`config.mk`:
```
export PLATFORM = sky130hd
export DESIGN_NAME = ins_mem_arbiter_flat
export DESIGN_NICKNAME = d
export VERILOG_FILES = /design/src/rtl/ins_mem_arbiter_if.sv /design/src/rtl/ins_mem_arbiter.sv /design/src/flat_wrapper.sv
export SDC_FILE = /design/constraint.sdc
export NUM_CORES = 1
export LEC_CHECK = 0
export ABC_AREA = 0
export BUFFER_PORTS_ARGS = -buffer_cell sky130_fd_sc_hd__buf_2
export CAP_MARGIN = 5
export CORE_ASPECT_RATIO = 1.4
export CORE_MARGIN = 2
export CORE_UTILIZATION = 43
export CTS_BUF_LIST = sky130_fd_sc_hd__clkbuf_8
export DETAILED_ROUTE_END_ITERATION = 12
export HOLD_SLACK_MARGIN = 0.05
export PLACE_DENSITY = 0.91
export SYNTH_ARGS = -nofsm -noshare
export SYNTH_HDL_FRONTEND = slang
export SYNTH_SLANG_ARGS = --single-unit
export TNS_END_PERCENT = 10
```
`constraint.sdc`:
```
create_clock -name INS_MEM_ARB_Clk -period 3.2 [get_ports INS_MEM_ARB_Clk]
set_input_delay 0.16 -clock INS_MEM_ARB_Clk [delete_from_list [all_inputs] [get_ports INS_MEM_ARB_Clk]]
set_output_delay 0.16 -clock INS_MEM_ARB_Clk [all_outputs]
set_load 0.01 [all_outputs]
```
`src/rtl/ins_mem_arbiter_if.sv`:
```
// Instruction-memory arbiter bus: fetch requester, loader requester and memory port.
// slave = arbiter view, master = surrounding fetch/loader/memory view.
interface ins_mem_arbiter_if #(
  parameter int ADDR_WIDTH = 10
);
  logic                  INS_MEM_ARB_Fetch_Req;
  logic [ADDR_WIDTH-1:0] INS_MEM_ARB_Fetch_Addr;
  logic                  INS_MEM_ARB_Fetch_Ack;
  logic [31:0]           INS_MEM_ARB_Fetch_Data;
  logic                  INS_MEM_ARB_Fetch_Err;
  logic                  INS_MEM_ARB_Load_Req;
  logic                  INS_MEM_ARB_Load_We;
  logic [ADDR_WIDTH-1:0] INS_MEM_ARB_Load_Addr;
  logic [31:0]           INS_MEM_ARB_Load_Wdata;
  logic                  INS_MEM_ARB_Load_Ack;
  logic [31:0]           INS_MEM_ARB_Load_Rdata;
  logic                  INS_MEM_ARB_Load_Err;
  logic                  INS_MEM_ARB_Mem_Re;
  logic                  INS_MEM_ARB_Mem_We;
  logic [ADDR_WIDTH-1:0] INS_MEM_ARB_Mem_Address;
  logic [31:0]           INS_MEM_ARB_Mem_Data_In;
  logic [31:0]           INS_MEM_ARB_Mem_Data_Out;
  logic                  INS_MEM_ARB_Mem_Read_Valid;
  logic                  INS_MEM_ARB_Mem_Write_Ready;
  logic                  INS_MEM_ARB_Busy;

  modport slave (
    input  INS_MEM_ARB_Fetch_Req, INS_MEM_ARB_Fetch_Addr,
    input  INS_MEM_ARB_Load_Req, INS_MEM_ARB_Load_We, INS_MEM_ARB_Load_Addr, INS_MEM_ARB_Load_Wdata,
    input  INS_MEM_ARB_Mem_Data_Out, INS_MEM_ARB_Mem_Read_Valid, INS_MEM_ARB_Mem_Write_Ready,
    output INS_MEM_ARB_Fetch_Ack, INS_MEM_ARB_Fetch_Data, INS_MEM_ARB_Fetch_Err,
    output INS_MEM_ARB_Load_Ack, INS_MEM_ARB_Load_Rdata, INS_MEM_ARB_Load_Err,
    output INS_MEM_ARB_Mem_Re, INS_MEM_ARB_Mem_We, INS_MEM_ARB_Mem_Address, INS_MEM_ARB_Mem_Data_In,
    output INS_MEM_ARB_Busy
  );

  modport master (
    output INS_MEM_ARB_Fetch_Req, INS_MEM_ARB_Fetch_Addr,
    output INS_MEM_ARB_Load_Req, INS_MEM_ARB_Load_We, INS_MEM_ARB_Load_Addr, INS_MEM_ARB_Load_Wdata,
    output INS_MEM_ARB_Mem_Data_Out, INS_MEM_ARB_Mem_Read_Valid, INS_MEM_ARB_Mem_Write_Ready,
    input  INS_MEM_ARB_Fetch_Ack, INS_MEM_ARB_Fetch_Data, INS_MEM_ARB_Fetch_Err,
    input  INS_MEM_ARB_Load_Ack, INS_MEM_ARB_Load_Rdata, INS_MEM_ARB_Load_Err,
    input  INS_MEM_ARB_Mem_Re, INS_MEM_ARB_Mem_We, INS_MEM_ARB_Mem_Address, INS_MEM_ARB_Mem_Data_In,
    input  INS_MEM_ARB_Busy
  );
endinterface

```
`src/rtl/ins_mem_arbiter.sv`:
```
// Round-robin single-owner sequencer for the instruction memory port (IDLE->ISSUE->RESP).
// Define INS_MEM_ARB_FIXED_PRIO_EN to make fetch always win conflicts.
module ins_mem_arbiter #(
  parameter int ADDR_WIDTH = 10
) (
  input  logic             INS_MEM_ARB_Clk,
  input  logic             INS_MEM_ARB_Reset,
  ins_mem_arbiter_if.slave bus
);
  typedef enum logic [1:0] {IDLE, ISSUE, RESP} state_t;
  typedef enum logic {OWN_FETCH, OWN_LOAD} owner_t;

  state_t                state;
  owner_t                owner;
  owner_t                last_owner;
  logic [ADDR_WIDTH-1:0] lat_addr;
  logic                  lat_we;
  logic [31:0]           lat_wdata;
  logic                  err;
  logic                  mem_re;
  logic                  mem_we;
  logic                  fetch_ack;
  logic                  load_ack;
  logic                  busy;

  logic                  grant_fetch;
  logic                  grant_load;
  logic [ADDR_WIDTH-1:0] gnt_addr;
  logic                  gnt_we;
  logic [31:0]           gnt_wdata;
  logic                  mem_done;

  always_comb begin
`ifdef INS_MEM_ARB_FIXED_PRIO_EN
    grant_fetch = bus.INS_MEM_ARB_Fetch_Req;
`else
    grant_fetch = bus.INS_MEM_ARB_Fetch_Req &&
                  (!bus.INS_MEM_ARB_Load_Req || last_owner == OWN_LOAD);
`endif
    grant_load = bus.INS_MEM_ARB_Load_Req && !grant_fetch;
    gnt_addr   = grant_fetch ? bus.INS_MEM_ARB_Fetch_Addr : bus.INS_MEM_ARB_Load_Addr;
    gnt_we     = grant_load && bus.INS_MEM_ARB_Load_We;
    gnt_wdata  = grant_load ? bus.INS_MEM_ARB_Load_Wdata : '0;
    mem_done   = lat_we ? bus.INS_MEM_ARB_Mem_Write_Ready : bus.INS_MEM_ARB_Mem_Read_Valid;
  end

  always_ff @(posedge INS_MEM_ARB_Clk) begin
    if (INS_MEM_ARB_Reset) begin
      state      <= IDLE;
      owner      <= OWN_FETCH;
      last_owner <= OWN_LOAD;
      lat_addr   <= '0;
      lat_we     <= 1'b0;
      lat_wdata  <= '0;
      err        <= 1'b0;
      mem_re     <= 1'b0;
      mem_we     <= 1'b0;
      fetch_ack  <= 1'b0;
      load_ack   <= 1'b0;
      busy       <= 1'b0;
    end else begin
      fetch_ack <= 1'b0;
      load_ack  <= 1'b0;
      unique case (state)
        IDLE: begin
          if (grant_fetch || grant_load) begin
            owner     <= grant_fetch ? OWN_FETCH : OWN_LOAD;
            lat_addr  <= gnt_addr;
            lat_we    <= gnt_we;
            lat_wdata <= gnt_wdata;
            busy      <= 1'b1;
            // Misaligned requests skip the memory and answer with Err next cycle
            if (gnt_addr[1:0] != 2'b00) begin
              err       <= 1'b1;
              state     <= RESP;
              fetch_ack <= grant_fetch;
              load_ack  <= grant_load;
            end else begin
              err    <= 1'b0;
              state  <= ISSUE;
              mem_re <= !gnt_we;
              mem_we <= gnt_we;
            end
          end
        end
        ISSUE: begin
          if (mem_done) begin
            mem_re    <= 1'b0;
            mem_we    <= 1'b0;
            state     <= RESP;
            fetch_ack <= (owner == OWN_FETCH);
            load_ack  <= (owner == OWN_LOAD);
          end
        end
        RESP: begin
          last_owner <= owner;
          state      <= IDLE;
          busy       <= 1'b0;
        end
        default: state <= IDLE;
      endcase
    end
  end

  // Read data is the memory's registered output, visible only alongside Ack
  assign bus.INS_MEM_ARB_Fetch_Ack   = fetch_ack;
  assign bus.INS_MEM_ARB_Fetch_Err   = fetch_ack && err;
  assign bus.INS_MEM_ARB_Fetch_Data  = (fetch_ack && !err) ? bus.INS_MEM_ARB_Mem_Data_Out : '0;
  assign bus.INS_MEM_ARB_Load_Ack    = load_ack;
  assign bus.INS_MEM_ARB_Load_Err    = load_ack && err;
  assign bus.INS_MEM_ARB_Load_Rdata  = (load_ack && !err && !lat_we) ? bus.INS_MEM_ARB_Mem_Data_Out : '0;
  assign bus.INS_MEM_ARB_Mem_Re      = mem_re;
  assign bus.INS_MEM_ARB_Mem_We      = mem_we;
  assign bus.INS_MEM_ARB_Mem_Address = lat_addr;
  assign bus.INS_MEM_ARB_Mem_Data_In = lat_wdata;
  assign bus.INS_MEM_ARB_Busy        = busy;
endmodule

```
`src/flat_wrapper.sv`:
```
// flat-port wrapper written by rule: the top's interface ports become plain ports
module ins_mem_arbiter_flat 
#(
  parameter int ADDR_WIDTH = 10
)
  (INS_MEM_ARB_Clk, INS_MEM_ARB_Reset, bus_INS_MEM_ARB_Fetch_Req, bus_INS_MEM_ARB_Fetch_Addr, bus_INS_MEM_ARB_Load_Req, bus_INS_MEM_ARB_Load_We, bus_INS_MEM_ARB_Load_Addr, bus_INS_MEM_ARB_Load_Wdata, bus_INS_MEM_ARB_Mem_Data_Out, bus_INS_MEM_ARB_Mem_Read_Valid, bus_INS_MEM_ARB_Mem_Write_Ready, bus_INS_MEM_ARB_Fetch_Ack, bus_INS_MEM_ARB_Fetch_Data, bus_INS_MEM_ARB_Fetch_Err, bus_INS_MEM_ARB_Load_Ack, bus_INS_MEM_ARB_Load_Rdata, bus_INS_MEM_ARB_Load_Err, bus_INS_MEM_ARB_Mem_Re, bus_INS_MEM_ARB_Mem_We, bus_INS_MEM_ARB_Mem_Address, bus_INS_MEM_ARB_Mem_Data_In, bus_INS_MEM_ARB_Busy);
  ins_mem_arbiter_if #(.ADDR_WIDTH(ADDR_WIDTH)) bus_i ();
  input  logic INS_MEM_ARB_Clk;
  input  logic INS_MEM_ARB_Reset;
  input wire logic [$bits(bus_i.INS_MEM_ARB_Fetch_Req)-1:0] bus_INS_MEM_ARB_Fetch_Req;
  input wire logic [$bits(bus_i.INS_MEM_ARB_Fetch_Addr)-1:0] bus_INS_MEM_ARB_Fetch_Addr;
  input wire logic [$bits(bus_i.INS_MEM_ARB_Load_Req)-1:0] bus_INS_MEM_ARB_Load_Req;
  input wire logic [$bits(bus_i.INS_MEM_ARB_Load_We)-1:0] bus_INS_MEM_ARB_Load_We;
  input wire logic [$bits(bus_i.INS_MEM_ARB_Load_Addr)-1:0] bus_INS_MEM_ARB_Load_Addr;
  input wire logic [$bits(bus_i.INS_MEM_ARB_Load_Wdata)-1:0] bus_INS_MEM_ARB_Load_Wdata;
  input wire logic [$bits(bus_i.INS_MEM_ARB_Mem_Data_Out)-1:0] bus_INS_MEM_ARB_Mem_Data_Out;
  input wire logic [$bits(bus_i.INS_MEM_ARB_Mem_Read_Valid)-1:0] bus_INS_MEM_ARB_Mem_Read_Valid;
  input wire logic [$bits(bus_i.INS_MEM_ARB_Mem_Write_Ready)-1:0] bus_INS_MEM_ARB_Mem_Write_Ready;
  output wire logic [$bits(bus_i.INS_MEM_ARB_Fetch_Ack)-1:0] bus_INS_MEM_ARB_Fetch_Ack;
  output wire logic [$bits(bus_i.INS_MEM_ARB_Fetch_Data)-1:0] bus_INS_MEM_ARB_Fetch_Data;
  output wire logic [$bits(bus_i.INS_MEM_ARB_Fetch_Err)-1:0] bus_INS_MEM_ARB_Fetch_Err;
  output wire logic [$bits(bus_i.INS_MEM_ARB_Load_Ack)-1:0] bus_INS_MEM_ARB_Load_Ack;
  output wire logic [$bits(bus_i.INS_MEM_ARB_Load_Rdata)-1:0] bus_INS_MEM_ARB_Load_Rdata;
  output wire logic [$bits(bus_i.INS_MEM_ARB_Load_Err)-1:0] bus_INS_MEM_ARB_Load_Err;
  output wire logic [$bits(bus_i.INS_MEM_ARB_Mem_Re)-1:0] bus_INS_MEM_ARB_Mem_Re;
  output wire logic [$bits(bus_i.INS_MEM_ARB_Mem_We)-1:0] bus_INS_MEM_ARB_Mem_We;
  output wire logic [$bits(bus_i.INS_MEM_ARB_Mem_Address)-1:0] bus_INS_MEM_ARB_Mem_Address;
  output wire logic [$bits(bus_i.INS_MEM_ARB_Mem_Data_In)-1:0] bus_INS_MEM_ARB_Mem_Data_In;
  output wire logic [$bits(bus_i.INS_MEM_ARB_Busy)-1:0] bus_INS_MEM_ARB_Busy;
  assign bus_i.INS_MEM_ARB_Fetch_Req = bus_INS_MEM_ARB_Fetch_Req;
  assign bus_i.INS_MEM_ARB_Fetch_Addr = bus_INS_MEM_ARB_Fetch_Addr;
  assign bus_i.INS_MEM_ARB_Load_Req = bus_INS_MEM_ARB_Load_Req;
  assign bus_i.INS_MEM_ARB_Load_We = bus_INS_MEM_ARB_Load_We;
  assign bus_i.INS_MEM_ARB_Load_Addr = bus_INS_MEM_ARB_Load_Addr;
  assign bus_i.INS_MEM_ARB_Load_Wdata = bus_INS_MEM_ARB_Load_Wdata;
  assign bus_i.INS_MEM_ARB_Mem_Data_Out = bus_INS_MEM_ARB_Mem_Data_Out;
  assign bus_i.INS_MEM_ARB_Mem_Read_Valid = bus_INS_MEM_ARB_Mem_Read_Valid;
  assign bus_i.INS_MEM_ARB_Mem_Write_Ready = bus_INS_MEM_ARB_Mem_Write_Ready;
  assign bus_INS_MEM_ARB_Fetch_Ack = bus_i.INS_MEM_ARB_Fetch_Ack;
  assign bus_INS_MEM_ARB_Fetch_Data = bus_i.INS_MEM_ARB_Fetch_Data;
  assign bus_INS_MEM_ARB_Fetch_Err = bus_i.INS_MEM_ARB_Fetch_Err;
  assign bus_INS_MEM_ARB_Load_Ack = bus_i.INS_MEM_ARB_Load_Ack;
  assign bus_INS_MEM_ARB_Load_Rdata = bus_i.INS_MEM_ARB_Load_Rdata;
  assign bus_INS_MEM_ARB_Load_Err = bus_i.INS_MEM_ARB_Load_Err;
  assign bus_INS_MEM_ARB_Mem_Re = bus_i.INS_MEM_ARB_Mem_Re;
  assign bus_INS_MEM_ARB_Mem_We = bus_i.INS_MEM_ARB_Mem_We;
  assign bus_INS_MEM_ARB_Mem_Address = bus_i.INS_MEM_ARB_Mem_Address;
  assign bus_INS_MEM_ARB_Mem_Data_In = bus_i.INS_MEM_ARB_Mem_Data_In;
  assign bus_INS_MEM_ARB_Busy = bus_i.INS_MEM_ARB_Busy;
  ins_mem_arbiter #(.ADDR_WIDTH(ADDR_WIDTH)) u_core (.INS_MEM_ARB_Clk(INS_MEM_ARB_Clk), .INS_MEM_ARB_Reset(INS_MEM_ARB_Reset), .bus(bus_i));
endmodule
```
Word level (Yosys, flattened, before mapping)
Cells that the tools add are included.
- bits of input ports: 91
- output and inout bits: 113
- register bits: 53
- word-level logic and storage cells: 69
- bitwise logic cells: 1
- multiplexer cells: 28
- equal/unequal tests: 5
- reductions and logical operators: 23
- operator list (operator ; count):
    $mux 32 ; 3
    $mux 1 ; 15
    $mux 10 ; 1
    $pmux 1 s2 ; 5
    $logic_and 1x1->1 ; 8
    $mux 2 ; 3
    $reduce_and 2->1 ; 3
    $reduce_bool 2->1 ; 3
    $logic_not 1->1 ; 5
    $ne 2x1->1 const B ; 2
    $pmux 2 s2 ; 1
    $reduce_and 4->1 ; 1
    $eq 2x1->1 const B ; 1
    $eq 2x2->1 const B ; 1
    $logic_not 2->1 ; 1
    $logic_or 1x1->1 ; 2
    $ne 2x2->1 const B ; 1
    $not 1->1 ; 1

Logic depth before layout (Yosys ltp)
- depth in word-level cells: 10
- depth in mapped cells: 7
- depth with buffers taken out: 4

Least setup slack after synthesis
No wires, ideal clock.
- kind: register -> register
- start: reg u_core.last_owner
- end: reg u_core.mem_we (netlist: u_core.bus.INS_MEM_ARB_Mem_We)
- slack: 1.815 ns
- data arrival time: 1.246 ns
- library setup time: 0.139 ns
- buffers on the path: 1
- clock period less this slack: 1.385 ns
- stages on the path, launching flop included: 6
- required time: 3.061 ns
- cell sequence: dfxtp_1 -> nand2b_4 -> buf_6 -> a2111oi_1 -> or3_1 -> o41ai_2
- cells in the longest elaborated chain, start to end: 8
- elaborated cells on any way between the ends: 14
- classes of those cells: 2 x eq/ne; 4 x mux; 8 x reduce/logical
- RTL lines (item ; line ; RTL):
    start, declared ; ins_mem_arbiter.sv:15 ; owner_t last_owner;
    start signal, assigned ; ins_mem_arbiter.sv:96 ; last_owner <= owner;
    $logic_or 1x1->1 * ; ins_mem_arbiter.sv:38 ; (!bus.INS_MEM_ARB_Load_Req || last_owner == OWN_LOAD);
    $logic_and 1x1->1 * ; ins_mem_arbiter.sv:37 ; grant_fetch = bus.INS_MEM_ARB_Fetch_Req &&
    $logic_not 1->1 ; ins_mem_arbiter.sv:40 ; grant_load = bus.INS_MEM_ARB_Load_Req && !grant_fetch;
    $logic_and 1x1->1 ; ins_mem_arbiter.sv:40 ;
    $logic_and 1x1->1 ; ins_mem_arbiter.sv:42 ; gnt_we = grant_load && bus.INS_MEM_ARB_Load_We;
    $mux 1 ; ins_mem_arbiter.sv:73 ; if (gnt_addr[1:0] != 2'b00) begin
    $mux 1 ; ins_mem_arbiter.sv:66 ; if (grant_fetch || grant_load) begin
    $pmux 1 s2 ; ins_mem_arbiter.sv:64 ; unique case (state)
    end signal, assigned ; ins_mem_arbiter.sv:82 ; mem_we <= gnt_we;
    end, declared ; ins_mem_arbiter.sv:21 ; logic mem_we;
Mark *: on every way between the ends. The rest lies on a longest branch, timed or not. The select of a mux whose other input is x is not followed.
A chain may end at the register's enable or synchronous reset.

Worst setup path in the final report
- start: reg u_core.state[1]
- end: reg u_core.lat_addr[9] (netlist: u_core.bus.INS_MEM_ARB_Mem_Address[9])
- cells in the longest elaborated chain, start to end: 2
- RTL lines (item ; line ; RTL):
    start, declared ; ins_mem_arbiter.sv:13 ; state_t state;
    start signal, assigned ; ins_mem_arbiter.sv:49 ; state <= IDLE;
    start signal, assigned ; ins_mem_arbiter.sv:75 ; state <= RESP;
    start signal, assigned ; ins_mem_arbiter.sv:80 ; state <= ISSUE;
    $logic_not 2->1 ; ins_mem_arbiter.sv:64 ;
    $reduce_and 2->1 (no line) ; n/a ;
    end signal, assigned ; ins_mem_arbiter.sv:68 ; lat_addr <= gnt_addr;
    end, declared ; ins_mem_arbiter.sv:16 ; logic [ADDR_WIDTH-1:0] lat_addr;
Every way passes these cells.

==> report_table.html <==
<table>
<tr><th>Metric</th><th>Value</th></tr>
<tr><th colspan="2">Pwr</th></tr>
<tr><td>Leakage component of the power</td><td>2.00 nW</td></tr>
<tr><td>Maximum VDD drop</td><td>~0.32 mV</td></tr>
<tr><td>Pwr Total</td><td>around 1.6 mW</td></tr>
<tr><td>Areal power density over the cells</td><td>around 430 nW/um^2</td></tr>
<tr><th colspan="2">STA</th></tr>
<tr><td>Max-slew headroom at the worst pin</td><td>a little over half</td></tr>
<tr><td>Endpoints failing setup</td><td>0</td></tr>
<tr><td>Minimum clock period</td><td>between 1500 and 2000 ps</td></tr>
<tr><td>Minimum hold slack</td><td>101 ps</td></tr>
<tr><td>Final period util</td><td>between 50% and 60%</td></tr>
<tr><td>Highest Clock Rate</td><td>around 570 MHz</td></tr>
<tr><td>Fin. Hold Viols</td><td>0</td></tr>
<tr><td>Setup WS post-layout</td><td>between 1000 and 1500 ps</td></tr>
<tr><td>Slew at the pin closest to its max-slew limit</td><td>707 ps</td></tr>
<tr><td>Total Negative Setup Slacks</td><td>0 ps</td></tr>
<tr><td>Setup repair after global routing missed its margin</td><td>no</td></tr>
<tr><td>Worst setup skew after layout</td><td>approximately 7.8 ps</td></tr>
<tr><td>Fin. max-slew vios</td><td>0</td></tr>
<tr><th colspan="2">Setup path</th></tr>
<tr><td>Crit path max fanout</td><td>21</td></tr>
<tr><td>Reg-to-reg endpoint</td><td>u_core.bus.INS_MEM_ARB_Mem_Address[9]</td></tr>
<tr><td>Depth of the worst register-to-register path</td><td>4</td></tr>
<tr><td>CP startpoint kind</td><td>register</td></tr>
<tr><td>Required time of the worst setup path</td><td>approximately 3400 ps</td></tr>
<tr><td>Worst flop-to-flop path startpoint</td><td>u_core.state[1]</td></tr>
<tr><td>Worst Path Class, Setup</td><td>register to register</td></tr>
<tr><td>Setup slack of the worst register-to-register path</td><td>between 1000 and 1500 ps</td></tr>
<tr><td>Type of destination of the critical path</td><td>register</td></tr>
<tr><td>Arrival time of data at the critical path endpoint</td><td>approximately 2000 ps</td></tr>
<tr><th colspan="2">Synth</th></tr>
<tr><td>Seq cells post-synth</td><td>53</td></tr>
<tr><td>Area of the mapped netlist</td><td>2530 sq um</td></tr>
<tr><td>Number of distinct standard cells referenced by the synthesized netlist</td><td>41</td></tr>
<tr><td>Synth async-reset ratio</td><td>0%</td></tr>
<tr><td>Commonest register cell after synthesis</td><td>sky130_fd_sc_hd__dfxtp_1</td></tr>
<tr><td>Number of cells produced by synthesis</td><td>301</td></tr>
<tr><td>Fraction of the mapped netlist area in compound gates</td><td>19.0%</td></tr>
<tr><td>Largest cells by area after synthesis</td><td>sky130_fd_sc_hd__dfxtp_1 (42%), sky130_fd_sc_hd__and2_1 (17%), sky130_fd_sc_hd__a22oi_1 (9.8%)</td></tr>
<tr><td>Post-synthesis share of cell area spent on full adders, half adders and majority gates</td><td>0%</td></tr>
<tr><td>Number of enable flip-flop cells after synthesis</td><td>0</td></tr>
<tr><td>Share of the yosys chip area belonging to registers</td><td>41.9%</td></tr>
<tr><td>Cell accounting for the most synthesized area</td><td>sky130_fd_sc_hd__dfxtp_1</td></tr>
<tr><td>Xor/xnor share of the synthesized area</td><td>0%</td></tr>
<tr><td>Simple-gate portion of the synthesized area</td><td>between 30 and 40%</td></tr>
<tr><td>Net count after synthesis</td><td>392</td></tr>
<tr><td>Post-Synthesis Mean Instance Area</td><td>around 8.4 sq um</td></tr>
<tr><td>Most instantiated library cell after synthesis</td><td>sky130_fd_sc_hd__and2_1</td></tr>
<tr><td>Fraction of synthesized cell area taken by the top area cell type</td><td>about two fifths</td></tr>
<tr><td>Most frequent cells after synthesis</td><td>sky130_fd_sc_hd__and2_1 (68), sky130_fd_sc_hd__dfxtp_1 (53), sky130_fd_sc_hd__nor2_1 (46), sky130_fd_sc_hd__a22oi_1 (33), sky130_fd_sc_hd__nand2_1 (17)</td></tr>
<tr><td>Multiplexer fraction of the synthesized cell area</td><td>approximately 1.2%</td></tr>
<tr><td>Dominant combinational cell family by area after synthesis</td><td>simple AND/OR/NAND/NOR gates</td></tr>
<tr><td>Count of synthesis-stage warnings from yosys</td><td>0</td></tr>
<tr><th colspan="2">Floorplanning</th></tr>
<tr><td>I/O pin total</td><td>roughly 200</td></tr>
<tr><td>Die height</td><td>94.8 um</td></tr>
<tr><td>Horizontal extent of the die</td><td>slightly below 70 um</td></tr>
<tr><td>Site Rows</td><td>33</td></tr>
<tr><td>Core area</td><td>around 5800 sq um</td></tr>
<tr><td>Full die area</td><td>~6500 sq um</td></tr>
<tr><td>Starting density of the core</td><td>~44%</td></tr>
<tr><th colspan="2">Placement</th></tr>
<tr><td>Post-place setup slack</td><td>1180 ps</td></tr>
<tr><td>Post-DP HPWL</td><td>just under 6 mm</td></tr>
<tr><td>GPL Wtd Cong</td><td>between 0.8 and 0.9</td></tr>
<tr><td>Number of port buffers</td><td>203</td></tr>
<tr><th colspan="2">Cells and area</th></tr>
<tr><td>Synthesis-to-layout area growth</td><td>45.5%</td></tr>
<tr><td>Share of post-route cells with drive strength above 1</td><td>roughly 45%</td></tr>
<tr><td>Fin nets</td><td>582</td></tr>
<tr><td>Antenna cell count</td><td>0</td></tr>
<tr><td>Layout fillers</td><td>between 500 and 600</td></tr>
<tr><td>Final cell utilization of the core</td><td>63.7%</td></tr>
<tr><th colspan="2">Clocking</th></tr>
<tr><td>CTS tree</td><td>built</td></tr>
<tr><td>Post-CTS Hold Fix Bufs</td><td>0</td></tr>
<tr><td>Worst-Skew Late Latency</td><td>300 ps</td></tr>
<tr><td>Reg clk slew, reported paths</td><td>around 100 ps</td></tr>
<tr><td>H-tree level count</td><td>2</td></tr>
<tr><td>Worst-case clock buffer depth</td><td>2</td></tr>
<tr><td>TritonCTS buffer count</td><td>5</td></tr>
<tr><td>Root buffer cell</td><td>sky130_fd_sc_hd__clkbuf_8</td></tr>
<tr><td>Post-CTS sizing</td><td>0</td></tr>
<tr><td>Clock Sink Count</td><td>53</td></tr>
<tr><td>Count of buffers added by post-CTS timing repair for setup</td><td>0</td></tr>
<tr><th colspan="2">Route</th></tr>
<tr><td>Remaining routing DRC violations</td><td>0</td></tr>
<tr><td>Number of detailed-routing iterations run before antenna repair</td><td>5</td></tr>
<tr><td>Number of vias per cell after detailed routing</td><td>between 5 and 6</td></tr>
<tr><td>Routed WL</td><td>7.60 mm</td></tr>
<tr><td>Number of design-rule violations left by the first detailed-router iteration</td><td>between 100 and 150</td></tr>
<tr><td>Wirelength per Cell</td><td>13.5 um</td></tr>
<tr><td>DR vias</td><td>slightly below 3000</td></tr>
<tr><td>Antenna violation net count after detailed routing</td><td>0</td></tr>
<tr><th colspan="2">GRT</th></tr>
<tr><td>Pin count of the biggest net entering global routing</td><td>38</td></tr>
<tr><td>Global-route usage over all layers</td><td>a little under a quarter</td></tr>
<tr><td>Vias in the first global route</td><td>roughly 2600</td></tr>
<tr><td>Antenna violations before repair</td><td>0</td></tr>
<tr><td>Total grt overflow</td><td>0</td></tr>
<tr><td>Wire length of the first global-routing pass</td><td>about 12 mm</td></tr>
<tr><th colspan="2">Worst hold path</th></tr>
<tr><td>Worst Hold Endpoint</td><td>u_core.bus.INS_MEM_ARB_Mem_Data_In[22]</td></tr>
<tr><td>Worst min-delay path category</td><td>input pin to register</td></tr>
<tr><td>Hold Path Origin</td><td>bus_INS_MEM_ARB_Load_Wdata[22]</td></tr>
<tr><td>Number of cells on the worst hold path</td><td>3</td></tr>
<tr><th colspan="2">Flow run</th></tr>
<tr><td>Reported max-cap violation count</td><td>0</td></tr>
<tr><th colspan="2">Run status</th></tr>
<tr><td>Status</td><td>finished, final reports clean</td></tr>
</table>
report_power, final:
| part | internal [mW] | total [mW] | switching (mW) | leakage, nW |
|---|---|---|---|---|
| clock | 0.232 | 0.446 | 0.214 | 0.0546 |
| sequential | 0.708 | 0.739 | 0.0308 | 0.434 |
| combinational | 0.174 | 0.382 | 0.208 | 1.51 |
| total | 1.11 | 1.57 | 0.453 | 2.00 |
placed cells by master (no fill, tap or decap), types with 2 or more instances in the layout:
cell type / Yosys / layout
sky130_fd_sc_hd__nand2_1: 17 / 17
sky130_fd_sc_hd__a22oi_1: 33 / 33
sky130_fd_sc_hd__nand3_1: 12 / 12
sky130_fd_sc_hd__and2_1: 68 / 68
sky130_fd_sc_hd__buf_4: 3 / 4
sky130_fd_sc_hd__mux2i_1: 2 / 2
sky130_fd_sc_hd__nor2_1: 46 / 46
sky130_fd_sc_hd__nand4b_1: 2 / 2
sky130_fd_sc_hd__buf_2: 7 / 203
sky130_fd_sc_hd__clkbuf_8: 0 / 5
sky130_fd_sc_hd__dfxtp_1: 53 / 53
sky130_fd_sc_hd__a311oi_1: 10 / 10
sky130_fd_sc_hd__a31oi_1: 2 / 2
sky130_fd_sc_hd__a21oi_1: 6 / 6
worst max-delay path, stage by stage, from the launching register on:
cell and delay (ps):
sky130_fd_sc_hd__dfxtp_1 400, sky130_fd_sc_hd__nor2_2 250, sky130_fd_sc_hd__and2_1 630, sky130_fd_sc_hd__nor2_1 100, sky130_fd_sc_hd__a311oi_1 270
cells by family after synthesis:
logic type / after synthesis
DFF: 53
buffers and inverters: 26
muxes: 3
AOI/OAI and AO/OA: 62
and+or+nand+nor: 157
how the worst max path moves through the flow:
stage,end,from,depth (start not counted)
2_1_floorplan,u_core.bus.INS_MEM_ARB_Mem_We,u_core.last_owner,5
3_3_place_gp,u_core.lat_we,bus_INS_MEM_ARB_Fetch_Req,5
3_5_place_dp,u_core.bus.INS_MEM_ARB_Mem_Data_In[2],bus_INS_MEM_ARB_Fetch_Req,5
4_1_cts,u_core.bus.INS_MEM_ARB_Mem_Data_In[2],u_core.state[1],4
5_1_grt,u_core.bus.INS_MEM_ARB_Mem_Address[2],u_core.state[1],4
6_report,u_core.bus.INS_MEM_ARB_Mem_Address[9],u_core.state[1],4
metrics by stage:
step | area (sq um) | instances
final | 3680 | 561
after CTS | 3660 | 560
after floorplan | 2530 | 301
after global routing | 3680 | 561
after global placement | 3550 | 553
after detailed placement | 3550 | 553
layer usage:
metal	GRT usage, %	wire [um]	vias to the layer above
met2	41.1	3960	143
met3	5.01	670	6
met4	7.68	72	0
met5	0	0	-
met1	25.6	2900	1347
li1	-	-	1420
cell type report:
type | instances | area (sq um) | share of cell area, %
Inverter | 1 | 3.75 | 0.102
Multi-Input combinational cell | 222 | 1350 | 36.7
Tap cell | 70 | 87.6 | 2.38
Clock inverter | 2 | 38.8 | 1.05
Timing Repair Buffer | 208 | 1070 | 29.1
Sequential cell | 53 | 1060 | 28.8
Clock buffer | 5 | 68.8 | 1.87
sequential cells by signal, summed over array words and instances, names as in the netlist:
name,flops
u_core.bus.INS_MEM_ARB_Busy,1
u_core.bus.INS_MEM_ARB_Fetch_Ack,1
u_core.last_owner,1
u_core.err,1
u_core.owner,1
u_core.bus.INS_MEM_ARB_Load_Ack,1
u_core.bus.INS_MEM_ARB_Mem_We,1
u_core.bus.INS_MEM_ARB_Mem_Re,1
u_core.state,2
u_core.bus.INS_MEM_ARB_Mem_Data_In,32
u_core.bus.INS_MEM_ARB_Mem_Address,10
u_core.lat_we,1
Power figures use the tool's default switching activity.
